[src/rtl/code_entry_pkg.sv]
// Shared constants for the code entry controller: FSM state encodings and default code width.
package code_entry_pkg;

  localparam int DEFAULT_WIDTH = 8;

  localparam logic [1:0] ST_ENTRY    = 2'd0;
  localparam logic [1:0] ST_CHECK    = 2'd1;
  localparam logic [1:0] ST_FALLBACK = 2'd2;
  localparam logic [1:0] ST_MATCH    = 2'd3;

endpackage

[src/rtl/button_edge.sv]
// Two-flop synchroniser for an active-low raw key plus a registered one-cycle strobe on its falling edge.
module button_edge (
  input  logic clk,
  input  logic rst_n,
  input  logic button,
  output logic strobe
);

  logic [2:0] sync_r;
  logic       strobe_r;

  // sync_r[1] is the synchronised level, sync_r[2] its previous value
  always_ff @(posedge clk or negedge rst_n) begin
    if (!rst_n) begin
      sync_r   <= 3'b111;
      strobe_r <= 1'b0;
    end else begin
      sync_r   <= {sync_r[1:0], button};
      strobe_r <= sync_r[2] & ~sync_r[1];
    end
  end

  assign strobe = strobe_r;

endmodule

[src/rtl/code_entry_ctrl.sv]
// Two-button serial code entry with prefix checking, longest-suffix fallback on mismatch and timed LEDs.
module code_entry_ctrl
  import code_entry_pkg::*;
#(
  parameter int WIDTH    = DEFAULT_WIDTH,
  parameter int LED_TIME = 25_000_000
) (
  input  logic             clk,
  input  logic             rst_n,
  input  logic             enable,
  input  logic [WIDTH-1:0] switch,
  input  logic             button0,
  input  logic             button1,
  output logic [WIDTH-1:0] type_in,
  output logic [3:0]       count,
  output logic             led_g,
  output logic             led_r,
  output logic             busy
);

  localparam int               TW         = ($clog2(LED_TIME + 1) < 1) ? 1 : $clog2(LED_TIME + 1);
  localparam logic [TW-1:0]    TIMER_LOAD = (LED_TIME < 1) ? TW'(1) : TW'(LED_TIME);
  localparam logic [TW-1:0]    TIMER_ONE  = TW'(1);
  localparam logic [TW-1:0]    TIMER_ZERO = TW'(0);
  localparam logic [3:0]       WIDTH_C    = 4'(WIDTH);
  localparam logic [WIDTH-1:0] ONES       = {WIDTH{1'b1}};
  localparam logic [WIDTH-1:0] MSB        = {1'b1, {(WIDTH-1){1'b0}}};

  function automatic logic [WIDTH-1:0] top_mask(input logic [3:0] n);
    return ~(ONES >> n);
  endfunction

  logic             strobe0_s, strobe1_s, one_strobe_s;
  logic [1:0]       state_r, state_nxt_s;
  logic [WIDTH-1:0] target_r, target_nxt_s;
  logic [WIDTH-1:0] type_in_r, type_in_nxt_s;
  logic [3:0]       count_r, count_nxt_s;
  logic [3:0]       fb_len_r, fb_len_nxt_s;
  logic [TW-1:0]    timer_r, timer_nxt_s;
  logic             led_g_r, led_g_nxt_s;
  logic             led_r_r, led_r_nxt_s;
  logic             busy_r;
  logic             expire_s;
  logic [WIDTH-1:0] bit_mask_s, fb_cand_s;

  button_edge u_edge0 (.clk(clk), .rst_n(rst_n), .button(button0), .strobe(strobe0_s));
  button_edge u_edge1 (.clk(clk), .rst_n(rst_n), .button(button1), .strobe(strobe1_s));

  assign one_strobe_s = strobe0_s ^ strobe1_s;
  assign expire_s     = (timer_r == TIMER_ONE);
  assign bit_mask_s   = MSB >> count_r;
  // the last fb_len_r entered bits, moved up to the MSB end with zeros below
  assign fb_cand_s    = type_in_r << (count_r - fb_len_r);

  // Next-state logic: LED timer, FSM, then enable overriding everything
  always_comb begin
    state_nxt_s   = state_r;
    target_nxt_s  = target_r;
    type_in_nxt_s = type_in_r;
    count_nxt_s   = count_r;
    fb_len_nxt_s  = fb_len_r;
    led_g_nxt_s   = led_g_r;
    led_r_nxt_s   = led_r_r;
    if (timer_r != TIMER_ZERO) begin
      timer_nxt_s = timer_r - TIMER_ONE;
    end else begin
      timer_nxt_s = timer_r;
    end
    if (expire_s) begin
      led_g_nxt_s = 1'b0;
      led_r_nxt_s = 1'b0;
    end else begin
      led_g_nxt_s = led_g_r;
      led_r_nxt_s = led_r_r;
    end

    case (state_r)
      ST_ENTRY: begin
        if (one_strobe_s && (count_r < WIDTH_C)) begin
          type_in_nxt_s = strobe1_s ? (type_in_r | bit_mask_s) : (type_in_r & ~bit_mask_s);
          count_nxt_s   = count_r + 4'd1;
          state_nxt_s   = ST_CHECK;
        end else begin
          state_nxt_s = ST_ENTRY;
        end
      end
      ST_CHECK: begin
        if ((type_in_r & top_mask(count_r)) == (target_r & top_mask(count_r))) begin
          if (count_r == WIDTH_C) begin
            state_nxt_s = ST_MATCH;
            led_g_nxt_s = 1'b1;
            timer_nxt_s = TIMER_LOAD;
          end else begin
            state_nxt_s = ST_ENTRY;
          end
        end else begin
          state_nxt_s  = ST_FALLBACK;
          led_r_nxt_s  = 1'b1;
          timer_nxt_s  = TIMER_LOAD;
          fb_len_nxt_s = count_r - 4'd1;
        end
      end
      ST_FALLBACK: begin
        if ((fb_len_r == 4'd0) || (fb_cand_s == (target_r & top_mask(fb_len_r)))) begin
          type_in_nxt_s = fb_cand_s;
          count_nxt_s   = fb_len_r;
          state_nxt_s   = ST_ENTRY;
        end else begin
          fb_len_nxt_s = fb_len_r - 4'd1;
        end
      end
      ST_MATCH: begin
        if (expire_s) begin
          type_in_nxt_s = {WIDTH{1'b0}};
          count_nxt_s   = 4'd0;
          state_nxt_s   = ST_ENTRY;
        end else begin
          state_nxt_s = ST_MATCH;
        end
      end
      default: begin
        state_nxt_s = ST_ENTRY;
      end
    endcase

    if (enable) begin
      target_nxt_s  = switch;
      type_in_nxt_s = {WIDTH{1'b0}};
      count_nxt_s   = 4'd0;
      fb_len_nxt_s  = 4'd0;
      led_g_nxt_s   = 1'b0;
      led_r_nxt_s   = 1'b0;
      timer_nxt_s   = TIMER_ZERO;
      state_nxt_s   = ST_ENTRY;
    end else begin
      target_nxt_s = target_nxt_s;
    end
  end

  // State and output registers
  always_ff @(posedge clk or negedge rst_n) begin
    if (!rst_n) begin
      state_r   <= ST_ENTRY;
      target_r  <= {WIDTH{1'b0}};
      type_in_r <= {WIDTH{1'b0}};
      count_r   <= 4'd0;
      fb_len_r  <= 4'd0;
      timer_r   <= TIMER_ZERO;
      led_g_r   <= 1'b0;
      led_r_r   <= 1'b0;
      busy_r    <= 1'b0;
    end else begin
      state_r   <= state_nxt_s;
      target_r  <= target_nxt_s;
      type_in_r <= type_in_nxt_s;
      count_r   <= count_nxt_s;
      fb_len_r  <= fb_len_nxt_s;
      timer_r   <= timer_nxt_s;
      led_g_r   <= led_g_nxt_s;
      led_r_r   <= led_r_nxt_s;
      busy_r    <= (state_nxt_s == ST_FALLBACK) || (state_nxt_s == ST_MATCH);
    end
  end

  assign type_in = type_in_r;
  assign count   = count_r;
  assign led_g   = led_g_r;
  assign led_r   = led_r_r;
  assign busy    = busy_r;

endmodule

[config.mk]
export PLATFORM = sky130hd
export DESIGN_NAME = code_entry_ctrl
export DESIGN_NICKNAME = d
export VERILOG_FILES = /design/src/rtl/code_entry_pkg.sv /design/src/rtl/button_edge.sv /design/src/rtl/code_entry_ctrl.sv
export SDC_FILE = /design/constraint.sdc
export NUM_CORES = 1
export LEC_CHECK = 0
export BUFFER_PORTS_ARGS = -buffer_cell sky130_fd_sc_hd__buf_2
export CORE_MARGIN = 2
export CORE_UTILIZATION = 45
export DETAILED_ROUTE_END_ITERATION = 6
export PLACE_DENSITY = 0.63
export SYNTH_ARGS = -nofsm -noshare
export SYNTH_HDL_FRONTEND = slang
export SYNTH_SLANG_ARGS = --single-unit
[constraint.sdc]
create_clock -name clk -period 3.77 [get_ports clk]
set_clock_uncertainty 0.2 [all_clocks]
set_input_delay 0.754 -clock clk [delete_from_list [all_inputs] [get_ports clk]]
set_output_delay 0.754 -clock clk [all_outputs]
set_load 0.02 [all_outputs]
==> summary.txt <==
Power
  • P_int: ~2.3 mW
  • Switching Share: approximately half
  • Combinational power share: a little over three fifths
  • Clock power frac: roughly 15%
  • Total net switching power: 2.181 mW
  • Leak Pwr: 2.198 nW
  • Max VDD drop: between 0.5 and 0.6 mV
  • Reg power frac: 22.4%
  • Pwr/cell area: between 800 and 900 nW/µm²

Logic synthesis
  • Xor/xnor cell area share of the yosys netlist: about 6.8%
  • Count of different cell masters after synthesis: 68
  • Cells after Synth: about 500
  • Yosys top cell by area: dfrtp_1
  • Synth cell count leaders: dfrtp_1, nor2_1, a21oi_1, nand3_1, clkbuf_1
  • Seq cells post-synth: between 60 and 70
  • Top post-synthesis cells by area: dfrtp_1, xnor2_1, ha_1
  • Synth Area in Simple Gates: roughly 22%
  • Most frequent cell after synthesis: dfrtp_1
  • Main synth FF type: dfrtp_1
  • Post-synth top area share: a little under a third
  • Multiplexer share of the synthesized area: under 10%
  • Yosys warning count: 0
  • Number of enable flip-flop cells after synthesis: 0
  • Main combinational cell family by area after synthesis: simple AND/OR/NAND/NOR gates
  • Async SR Flop Fraction: between 90% and 100%
  • Syn_area_per_cell: 9.000 µm²
  • Synthesized-area fraction occupied by adder cells: 4.320%
  • Complex-gate fraction of the synthesized area: 18.44%
  • Register area share after synthesis: 34.51%
  • Syn nets: 530
  • Syn Std Cell Area: roughly 4500 µm²

Timing
  • Setup violations, final: 0
  • Fin crit period: 3.523 ns
  • Fmax: 283.8 MHz
  • RSZ-0062 raised after global routing: no
  • Worst-Margin Slew: 0.9114 ns
  • Final Cycle Share: 93.46%
  • Setup_tns: 0 ns
  • Final hold violations: 0
  • Relative slew margins: around 39%
  • Final Max Tran Viols: 0
  • Worst Slack Setup Final: 0.2466 ns

Critical path
  • RR Endpoint: type_in[3]
  • Cell count of the worst reg-to-reg path: 13
  • Delay-heaviest family, CP: compound AO/OA/AOI/OAI gates
  • Worst r2r src: count[0]
  • WP data required: between 3 and 4 ns
  • Slowest-stage cell, CP: fa_1
  • Worst-path fanout max: 8
  • Critical path launch point: count[0]
  • Worst path cell trace: inv_1 -> ha_1 -> inv_1 -> fa_1 -> buf_4 -> mux4_2 -> a21boi_1 -> a2111oi_2 -> o311ai_1 -> a21o_1 -> buf_4 -> o2111ai_1 -> nand3_1
  • CP Launch Type: flop
  • CP endpoint kind: flop
  • WP data arrival: between 3 and 4 ns
  • Critical path type: flop to flop
  • CP peak stage delay: roughly 0.54 ns
  • Worst setup endpoint: type_in[3]
  • WP depth: 13
  • Critical path buffers and inverters: 4
  • R2R Setup Slk: approximately 0.25 ns

Floorplan
  • Initial Utilization: about 46%
  • CORE AREA: ~9800 µm²
  • Die footprint: ~11000 µm²
  • # rows: 36
  • Die height: 104.2 µm
  • I/O pin cnt: 28
  • Die span in x: about 100 µm

CTS
  • H-tree depth: 3
  • CTS tree: yes
  • Root Driver: clkbuf_8
  • Hold buffers post-CTS: 0
  • Clock Latency Late Sink: around 0.35 ns
  • Post_cts resized: 0
  • CTS clk-pin slew, worst paths: ~0.080 ns
  • Postcts setup bufs: 0
  • Total CTS buffers: 9
  • Sink Count: 62
  • Clk buf depth: 2

Status
  • Outcome: completed

Detailed routing
  • DR DRC count: 0
  • Routed via count: 4061
  • Wire per inst: 18.67 µm
  • DR vias/cell: around 6.2
  • DRT Pass-1 Iters: 5
  • Post-DRT Antenna Nets: 0
  • Drt first-iter violations: ~270
  • Drt total wl: about 12000 µm

Final layout
  • Diode count: 0
  • Layout cells sized above 1: ~20%
  • P&R area growth vs syn: 11.38%
  • Filler instances: 927
  • Nets: 550
  • Core Util, Final: between 50% and 60%

Hold path
  • Hold crit path type: flop to flop

Placement
  • Dpl hpwl: between 8000 and 9000 µm
  • Pre-CTS setup slack: roughly 0.28 ns
  • I/O Buffers: 27
  • Gpl congestion: 1.052

Global route
  • Vias in the first global route: just over 4000
  • GRT Total Usage: 23.71%
  • Gr ovfl total: 0
  • First-pass GRT wire length: about 21000 µm
  • Pin count of the biggest net entering global routing: between 60 and 70
  • Initial antenna violation count: 0

Run
  • Max cap viols: 0
-- kinds of logic after synthesis --
kind of cell	Yosys count
AND/OR/NAND/NOR	188
XOR/XNOR	35
adder cells (fa/ha/maj)	15
flip-flops	62
AO/OA/AOI/OAI	117
multiplexers	30
buffers and inverters	55
-- per-stage QoR --
step	power (mW)	cells	hold WS [ns]	instance area, µm²
6_report	4.443	660	0.1597	5032
5_1_grt	4.777	660	0.1624	5032
4_1_cts	4.420	660	0.1615	5032
3_5_place_dp	3.720	644	0.1506	4802
3_3_place_gp	3.683	644	0.1479	4802
2_1_floorplan	2.994	502	0.1452	4518
-- final cells by class --
type	count	area (µm²)	area share, %
multi-input cells	385	2716	53.98
flip-flops and latches	62	1559	30.98
repair buffers	50	307.8	6.116
well taps	133	166.4	3.307
clock buffers	10	137.6	2.735
clock inverters	6	92.59	1.840
inverters	14	52.55	1.044
-- registers in the layout, summed over array words and instances, names as in the netlist --
register	cells
u_edge0.strobe	1
timer_r	25
u_edge0.sync_r	3
target_r	8
led_r	1
state_r	2
type_in	8
led_g	1
fb_len_r	4
busy	1
count	4
u_edge1.sync_r	3
u_edge1.strobe	1
-- per-layer routing --
metal  global-route usage (%)  wire length (µm)
met5                        0                 0
met4                    11.68               469
met3                    4.386               747
met2                    39.38              5851
met1                    29.65              5257
-- power groups by stage --
stage / Clock [mW] / Sequential, mW / Combinational [mW]
after floorplan: 0 / 0.994 / 2.00
after global placement: 0 / 1.00 / 2.68
after detailed placement: 0 / 1.00 / 2.72
after CTS: 0.695 / 0.994 / 2.73
after global routing: 0.725 / 1.02 / 3.03
final: 0.679 / 0.993 / 2.77
-- how the worst min path moves through the flow --
stage,start,to,depth (start not counted)
floorplan,u_edge0.sync_r[0],u_edge0.sync_r[1],0
global placement,u_edge0.sync_r[0],u_edge0.sync_r[1],0
detailed placement,u_edge1.sync_r[0],u_edge1.sync_r[1],0
CTS,u_edge1.sync_r[0],u_edge1.sync_r[1],0
global route,u_edge1.sync_r[0],u_edge1.sync_r[1],0
finish,u_edge0.sync_r[0],u_edge0.sync_r[1],0
-- worst reg2reg max path, stage by stage (launching register included) --
cell and delay, ns:
dfrtp_1 0.38, inv_1 0.08, ha_1 0.19, inv_1 0.06
fa_1 0.54, buf_4 0.16, mux4_2 0.31, a21boi_1 0.16
a2111oi_2 0.36, o311ai_1 0.18, a21o_1 0.29, buf_4 0.20
o2111ai_1 0.21, nand3_1 0.10
-- layout by cell type (no fill, tap or decap), drive strengths merged, types with 3 or more instances in the layout --
cell and n:
o31ai 6, mux4 6, nor2b 10, dfrtp 56, nand2 27, and2 3, a31oi 18, a211oi 4
o32a 3, xor2 10, clkbuf 10, or4 7, o311ai 3, buf 50, mux2i 14, xnor2 25
and3 5, nor4 3, a21oi 34, nand4 7, nor2 44, nand3 32, nand3b 7, ha 14
a21o 4, nor3 29, dfstp 6, o21ai 8, or3 6, o211ai 5, o2111ai 13, mux2 10
inv 16
Note: power is estimated with default switching activity, not from simulation.
